**src/rtl/led_pkg.sv**
```systemverilog
// Shared definitions for the LED fade output stage.
package led_pkg;

    typedef enum logic [1:0] {
        S_OFF  = 2'd0,
        S_RISE = 2'd1,
        S_ON   = 2'd2,
        S_FALL = 2'd3
    } led_state_e;

    localparam int CLK_HZ        = 50_000_000;
    localparam int DEF_PWM_BITS  = 8;
    localparam int DEF_RAMP_STEP = 19_531;

    // Prescaler width that stays legal for RAMP_STEP == 1
    function automatic int presc_width(input int n);
        return (n > 1) ? $clog2(n) : 1;
    endfunction

endpackage

```
**src/rtl/led_fade_driver_if.sv**
```systemverilog
// LED level request in, PWM pin and ramp status out.
interface led_fade_driver_if
    import led_pkg::*;
#(
    parameter int PWM_BITS = DEF_PWM_BITS
);
    logic                LED_In;
    logic                Enable;
    logic                LED_Pwm;
    logic [PWM_BITS-1:0] Level;
    logic                Busy;

    modport master (
        output LED_In, Enable,
        input  LED_Pwm, Level, Busy
    );

    modport slave (
        input  LED_In, Enable,
        output LED_Pwm, Level, Busy
    );
endinterface

```
**src/rtl/led_pwm_gen.sv**
```systemverilog
// Free-running 255-clock PWM with a shadow level latched at period start.
module led_pwm_gen
    import led_pkg::*;
#(
    parameter int PWM_BITS   = DEF_PWM_BITS,
    parameter bit ACTIVE_LOW = 1'b0
) (
    input  logic                CLK,
    input  logic                RSTn,
    input  logic                Clear,
    input  logic [PWM_BITS-1:0] Level,
    output logic                LED_Pwm
);
    localparam logic [PWM_BITS-1:0] CNT_LAST =
        {{(PWM_BITS-1){1'b1}}, 1'b0};

    logic [PWM_BITS-1:0] cnt;
    logic [PWM_BITS-1:0] shadow;
    logic                raw;

    assign raw = (cnt < shadow);

    always_ff @(posedge CLK or negedge RSTn) begin
        if (!RSTn) begin
            cnt     <= '0;
            shadow  <= '0;
            LED_Pwm <= ACTIVE_LOW;
        end else begin
            cnt     <= (cnt == CNT_LAST) ? '0 : cnt + 1'b1;
            LED_Pwm <= raw ^ ACTIVE_LOW;
            if (Clear)
                shadow <= '0;
            else if (cnt == '0)
                shadow <= Level;
        end
    end
endmodule

```
**src/rtl/led_fade_driver.sv**
```systemverilog
// Turns an on/off LED request into linear PWM brightness ramps.
module led_fade_driver
    import led_pkg::*;
#(
    parameter int PWM_BITS   = DEF_PWM_BITS,
    parameter int RAMP_STEP  = DEF_RAMP_STEP,
    parameter bit ACTIVE_LOW = 1'b0
) (
    input logic              CLK,
    input logic              RSTn,
    led_fade_driver_if.slave bus
);
    localparam int PSW = presc_width(RAMP_STEP);
    localparam logic [PSW-1:0] PS_LAST = PSW'(RAMP_STEP - 1);
    localparam logic [PWM_BITS-1:0] MAX_LVL = '1;
    localparam logic [PWM_BITS-1:0] ONE_LVL = PWM_BITS'(1);

    led_state_e          state, state_n;
    logic [PWM_BITS-1:0] level, level_n;
    logic [PSW-1:0]      presc, presc_n;
    logic                r_in;
    logic                tick;

    always_ff @(posedge CLK or negedge RSTn) begin
        if (!RSTn) begin
            state <= S_OFF;
            level <= '0;
            presc <= '0;
            r_in  <= 1'b0;
        end else begin
            state <= state_n;
            level <= level_n;
            presc <= presc_n;
            r_in  <= bus.LED_In;
        end
    end

    // Prescaler defaults to 0, so any transition or idle state clears it
    always_comb begin
        state_n = state;
        level_n = level;
        presc_n = '0;
        tick    = (presc == PS_LAST);
        if (!bus.Enable) begin
            state_n = S_OFF;
            level_n = '0;
        end else begin
            unique case (state)
                S_OFF: begin
                    if (r_in)
                        state_n = S_RISE;
                end
                S_RISE: begin
                    if (!r_in) begin
                        state_n = S_FALL;
                    end else if (tick) begin
                        if (level >= MAX_LVL - 1'b1) begin
                            level_n = MAX_LVL;
                            state_n = S_ON;
                        end else begin
                            level_n = level + 1'b1;
                        end
                    end else begin
                        presc_n = presc + 1'b1;
                    end
                end
                S_ON: begin
                    if (!r_in)
                        state_n = S_FALL;
                end
                S_FALL: begin
                    if (r_in) begin
                        state_n = S_RISE;
                    end else if (tick) begin
                        if (level <= ONE_LVL) begin
                            level_n = '0;
                            state_n = S_OFF;
                        end else begin
                            level_n = level - 1'b1;
                        end
                    end else begin
                        presc_n = presc + 1'b1;
                    end
                end
                default: state_n = S_OFF;
            endcase
        end
    end

    assign bus.Level = level;
    assign bus.Busy  = (state == S_RISE) || (state == S_FALL);

    led_pwm_gen #(
        .PWM_BITS   (PWM_BITS),
        .ACTIVE_LOW (ACTIVE_LOW)
    ) u_pwm (
        .CLK     (CLK),
        .RSTn    (RSTn),
        .Clear   (!bus.Enable),
        .Level   (level),
        .LED_Pwm (bus.LED_Pwm)
    );
endmodule

```
**src/flat_wrapper.sv**
```systemverilog
// flat-port wrapper written by rule: the top's interface ports become plain ports
module led_fade_driver_flat import led_pkg::*;
#(
    parameter int PWM_BITS   = DEF_PWM_BITS,
    parameter int RAMP_STEP  = DEF_RAMP_STEP,
    parameter bit ACTIVE_LOW = 1'b0
)
  (CLK, RSTn, bus_LED_In, bus_Enable, bus_LED_Pwm, bus_Level, bus_Busy);
  led_fade_driver_if #(.PWM_BITS(PWM_BITS)) bus_i ();
  input logic CLK;
  input logic RSTn;
  input wire logic [$bits(bus_i.LED_In)-1:0] bus_LED_In;
  input wire logic [$bits(bus_i.Enable)-1:0] bus_Enable;
  output wire logic [$bits(bus_i.LED_Pwm)-1:0] bus_LED_Pwm;
  output wire logic [$bits(bus_i.Level)-1:0] bus_Level;
  output wire logic [$bits(bus_i.Busy)-1:0] bus_Busy;
  assign bus_i.LED_In = bus_LED_In;
  assign bus_i.Enable = bus_Enable;
  assign bus_LED_Pwm = bus_i.LED_Pwm;
  assign bus_Level = bus_i.Level;
  assign bus_Busy = bus_i.Busy;
  led_fade_driver #(.PWM_BITS(PWM_BITS), .RAMP_STEP(RAMP_STEP), .ACTIVE_LOW(ACTIVE_LOW)) u_core (.CLK(CLK), .RSTn(RSTn), .bus(bus_i));
endmodule
```
**config.mk**
```make
export PLATFORM = sky130hd
export DESIGN_NAME = led_fade_driver_flat
export DESIGN_NICKNAME = d
export VERILOG_FILES = /design/src/rtl/led_pkg.sv /design/src/rtl/led_fade_driver_if.sv /design/src/rtl/led_pwm_gen.sv /design/src/rtl/led_fade_driver.sv /design/src/flat_wrapper.sv
export SDC_FILE = /design/constraint.sdc
export NUM_CORES = 1
export LEC_CHECK = 0
export BUFFER_PORTS_ARGS = -buffer_cell sky130_fd_sc_hd__buf_2
export CAP_MARGIN = 15
export CORE_MARGIN = 3
export CORE_UTILIZATION = 55
export DETAILED_ROUTE_END_ITERATION = 8
export HOLD_SLACK_MARGIN = 0.06
export PLACE_DENSITY = 0.73
export SLEW_MARGIN = 20
export SYNTH_ARGS = -nofsm -noshare
export SYNTH_HDL_FRONTEND = slang
export SYNTH_SLANG_ARGS = --single-unit
```
**constraint.sdc**
```tcl
create_clock -name CLK -period 2.8 [get_ports CLK]
set_clock_uncertainty 0.15 [all_clocks]
set_input_delay 0.56 -clock CLK [delete_from_list [all_inputs] [get_ports CLK]]
set_output_delay 0.56 -clock CLK [all_outputs]
set_load 0.03 [all_outputs]
```
Word-level counts from Yosys, hierarchy flattened
Cells that the tools add are included.

Register bits after elaboration: 43. Memory bits (read-only): 0. Output and inout bits: 10. Memory bits (writable): 0. Input port bits: 4. Bits in latches: 0. Word-level logic and storage cells: 62. Memories: 0.

Reduce and logical (&&, ||, !) cells: 5. Add/subtract/negate cells: 4. Multipliers: 0. Bitwise logic cells: 0. Muxes and demuxes: 26. Shifts and indexed selects: 0. Eq/ne operators: 17. Divide/modulo/power cells: 0. Order comparisons: 3.

Operators by type and width (number): $mux W8 (10); $mux W15 (4); $pmux W15 S2 (1); $mux W2 (9); $add A8 B1 Y8 const B (2); $pmux W8 S2 (1); $add A15 B1 Y15 const B (1); $eq A15 B15 Y1 const B (1); $ne A3 B2 Y1 const B (4); $eq A8 B8 Y1 const B (1); $ge A8 B8 Y1 const B (1); $le A8 B1 Y1 const B (1); $logic_not A8 Y1 (1); $lt A8 B8 Y1 (1); $ne A4 B2 Y1 const B (2); $ne A4 B4 Y1 const B (2); $pmux W2 S4 (1); $sub A8 B1 Y8 const B (1); $ne A3 B3 Y1 const B (2); $reduce_and A6 Y1 (1); $reduce_and A5 Y1 (1); $eq A2 B2 Y1 const B (2); $ne A3 B1 Y1 const B (1); $eq A2 B1 Y1 const B (1); other kinds (3) (3).

Depth between registers and ports, before layout
Word-level depth: 6. Mapped depth: 7. Mapped depth without buffers: 7.

Modules after synthesis
From an unflattened synthesis, not the netlist that was laid out.

Cell total of the unflattened synthesis: 296. Area, all modules: 2772.7 sq um.

Modules (own cells, without submodules): led_fade_driver (instances 1, area an instance 1727.9 sq um, sequential area each 650.6 sq um, cells each 198); led_pwm_gen (instances 1, area an instance 1044.8 sq um, sequential area each 425.4 sq um, cells each 98).

Worst setup path before layout
Ideal clock, no wire load.

Kind: flip-flop to flip-flop. Start: register u_core.level[0], in the netlist u_core.bus.Level[0]. End: register u_core.level[4], in the netlist u_core.bus.Level[4]. Buffers on the path: 0. Data arrival time: 1.963 ns. Setup slack: 0.568 ns. Cell stages (with the launch flop): 8. Clock period less this slack: 2.232 ns. Library setup time: 0.119 ns. Cell sequence: dfrtp_1 -> inv_1 -> ha_1 -> o2111a_1 -> a21oi_1 -> a32o_1 -> o21ai_0 -> o21a_1.

Cells in the longest elaborated chain, start to end: 6. Elaborated cells on any way between the ends: 12. Those cells by class: 2 x add/sub; 2 x order compare; 8 x mux.

RTL lines: start: declaration (line led_fade_driver.sv:19) `logic [PWM_BITS-1:0] level, level_n;`; start signal: assignment (line led_fade_driver.sv:32) `level <= level_n;`; $sub A8 B1 Y8, or another cell as far along (line led_fade_driver.sv:79) `level_n = level - 1'b1;`; $mux W8 (on tied branches) (line led_fade_driver.sv:75, led_fade_driver.sv:57); $mux W8 (on tied branches) (line led_fade_driver.sv:74, led_fade_driver.sv:56); $mux W8 (on tied branches) (line led_fade_driver.sv:72, led_fade_driver.sv:54); $pmux W8 S2 * (line led_fade_driver.sv:48) `unique case (state)`; $mux W8 * (line led_fade_driver.sv:44) `if (!bus.Enable) begin`.

Every way passes the cells marked *; elsewhere a longest branch is shown, timed or not. The select of a mux whose other input is x is not followed. A chain may end at the register's enable or synchronous reset.

Final worst setup path
Ends and elaborated chain as after synthesis.

==> out/metrics.csv <==
stage,metric,value,unit
run_status,status,finished clean,
pwr,seq_power_share,0.434,
yosys,syn_area,2640,um^2
finish,stdcell_area,2850,um^2
timing,post-route-period-util,0.836,
finish,layout.nets,322,
finish,stdcell_count,350,
yosys,synth_area_per_cell,9.33,um^2
floorplan,rows,24,
yosys,synth_edf_count,0,
yosys,synth_fp_nets,307,
pwr,sw_frac_of_total,0.357,
detailed_routing,vias,2040,
setup_path,startpoint_type,flop,
yosys,ys_seq_area_frac,0.407,
clocking,htree_num_levels,2,
grt,global_route.usage.met2,0.342,
yosys,synth_common_cells,"43 x dfrtp_1, 40 x nor2_1, 20 x ha_1, 20 x inv_1, 20 x nand2_1",
floorplan,ios,14,
setup_path,crit_fanout,8,
grt,antenna_found_initial,0,
detailed_routing,post_drt_via_cell_ratio,5.83,
timing,finalWorstPathRequiredPeriod,2.34,ns
grt,grt_pass1_wl,8900,um
clocking,clk_pin_slew,0.08,ns
yosys,synth_ff_type,dfrtp_1,
floorplan,coreArea,4500,um^2
yosys,synth_top_area_frac,0.407,
detailed_routing,drc,0,
yosys,yosysMostFrequentCell,dfrtp_1,
setup_path,max_stage_delay,0.50,ns
clocking,cts_buffer_depth,2,
clocking,numCtsBuffers,5,
setup_path,critPathKind,reg2reg,
yosys,synthCells,283,
timing,finalSetupViolCount,0,
run,maxCapViolCount,0,
pwr,p_comb_frac,0.307,
pwr,power_density,631,nW/um^2
clocking,clkLatencyLatePin,0.29,ns
clocking,cts_hold_buffers,0,
pwr,p_int,1.16,mW
yosys,ys_warn_count,0,
floorplan,die-height,75.3,um
detailed_routing,finalWirelength,5140,um
grt,use_met1,0.270,
timing,rsz0062_at_grt,no,
yosys,synthTopCellsByArea,"dfrtp_1 41%, ha_1 9.5%, nor2_1 5.7%",
yosys,ys_ff_latch,43,
pwr,p_leak,1.28,nW
setup_path,arrival,2.38,ns
place,dp_cells,343,
grt,top_usage_layer,met2,
clocking,post_cts_buffers,0,
setup_path,critPathCaptureType,flop,
timing,final_hold_viol_count,0,
timing,tns,0,ns
setup_path,crit_slowest_cell,a21oi_1,
clocking,ctsResizeCount,0,
place,hpwl,3610,um
grt,grt_max_degree,44,
pwr,p_sw,0.641,mW
grt,grt_pass1_vias,1962,
setup_path,crit_chain,inv_1 > ha_1 > o2111a_1 > a21oi_1 > a32o_1 > o21ai_0 > o21a_1,
timing,max_freq,0.427,GHz
clocking,cts-root-buf,clkbuf_8,
yosys,yosysTopAreaCell,dfrtp_1,
detailed_routing,final_antenna_net_count,0,
pwr,clkPwrFrac,0.259,
grt,grt_usage,0.206,
detailed_routing,first_pass_iters,4,
detailed_routing,drt_iter0_drc,235,
grt,grtUsageMet3,0.0409,
finish,drive_gt1_frac,0.0940,
timing,finalMaxSlewViolations,0,
min_path,hold_path_class,in2reg,
timing,worst_slew_pin_slew,0.947,ns
yosys,synthArstFlopShare,1.00,
floorplan,start_util,0.586,
detailed_routing,routedWlPerCell,14.7,um
place,io_buffers,13,
place,gp_congestion,0.877,
floorplan,die_x,75.3,um
pwr,max-vdd-ir-drop,0.407,mV
finish,antenna_cells,0,
clocking,cts_tree,yes,
yosys,synth_cell_type_count,53,
setup_path,worstPathRequired,2.84,ns
grt,gr-total-overflow,0,
place,dpl-instance-area,2750,um^2
finish,area_delta_synth_final,7.82,%
timing,slew_headroom,0.369,
floorplan,die_area,5670,um^2
clocking,clock_sinks,43,
-- per-stage QoR --
| stage | total power [mW] | hold WS, ns | utilization | setup slack (ns) |
|---|---|---|---|---|
| after global routing | 1.91 | 0.216 | 0.632 | 0.247 |
| after CTS | 1.81 | 0.207 | 0.632 | 0.478 |
| after floorplan | 1.21 | 0.114 | - | 0.568 |
| after detailed placement | 1.34 | 0.355 | 0.609 | 0.512 |
| final | 1.80 | 0.219 | 0.632 | 0.459 |
| after global placement | 1.33 | 0.350 | 0.609 | 0.591 |
-- cells in the final DEF (no fill, tap or decap), types with 3 or more instances in the layout --
cell type  netlist  routed
clkbuf_8         0       5
nor3_1           8       8
nand2_1         20      20
a2bb2oi_1        3       3
xor2_1          10      10
o21ai_0          9       9
buf_2            3      13
mux2i_1          6       6
a21oi_1         15      15
xnor2_1         11      11
nand3_1         13      13
ha_1            20      20
dfrtp_1         43      43
and3_1           4       4
nand4_1          4       4
inv_1           20      20
o21a_1           4       4
nor2_1          40      40
o31ai_1          3       3
nor3b_1          4       4
-- final timing paths --
| kind | to | slack [ns] | cells after the start | start |
|---|---|---|---|---|
| setup / recovery | u_core.bus.Level[4] | 0.46 | 7 | u_core.bus.Level[0] |
| hold / removal | u_core.r_in | 0.22 | 1 | bus_LED_In |
| setup reg to reg | u_core.bus.Level[4] | 0.46 | 7 | u_core.bus.Level[0] |
| hold reg to reg | u_core.u_pwm.shadow[1] | 0.37 | 2 | u_core.u_pwm.shadow[1] |
| max in group asynchronous | u_core.u_pwm.shadow[0] | 1.64 | 1 | RSTn |
| min in group asynchronous | u_core.u_pwm.cnt[0] | 0.25 | 1 | RSTn |
-- registers in the layout, summed over array words and instances, names as in the netlist --
register and flops:
u_core.r_in 1, u_core.bus.Level 8, u_core.presc 15, u_core.u_pwm.cnt 8
u_core.state 2, u_core.u_pwm.LED_Pwm 1, u_core.u_pwm.shadow 8
-- critical path, delay by kind of cell (launching register included) --
family                   cells  cell delay [ns]
flip-flops                   1             0.48
AO/OA/AOI/OAI                5             1.23
adder cells (fa/ha/maj)      1             0.22
buffers and inverters        1             0.16
-- per-layer routing --
layer  vias to the layer above  part of all wire
met1                       975              0.47
met4                         0            0.0074
li1                       1019                 -
met3                         2             0.040
met2                        44              0.48
met5                         -                 0
-- final cells by class --
| cell class | count | area [um^2] |
|---|---|---|
| Fill cell | 391 | 1660 |
| Multi-Input combinational cell | 213 | 1450 |
| Sequential cell | 43 | 1080 |
| Inverter | 21 | 78.8 |
| Clock buffer | 6 | 72.6 |
| Timing Repair Buffer | 14 | 72.6 |
| Tap cell | 52 | 65.1 |
| Clock inverter | 1 | 30.0 |
-- power groups by stage --
stage | Sequential, mW | Clock [mW] | Combinational, mW
after floorplan | 0.802 | 0 | 0.405
after global placement | 0.787 | 0 | 0.542
after detailed placement | 0.789 | 0 | 0.550
after CTS | 0.777 | 0.483 | 0.553
after global routing | 0.790 | 0.505 | 0.613
final | 0.779 | 0.465 | 0.552
-- cells by family after synthesis --
group | Yosys count | share of synthesized area
AO/OA/AOI/OAI | 56 | 0.147
XOR/XNOR | 21 | 0.0696
adder cells (fa/ha/maj) | 20 | 0.0947
buffers and inverters | 27 | 0.0426
flip-flops | 43 | 0.407
multiplexers | 6 | 0.0227
AND/OR/NAND/NOR | 110 | 0.216
No activity file was read; power rests on OpenSTA's default activity.
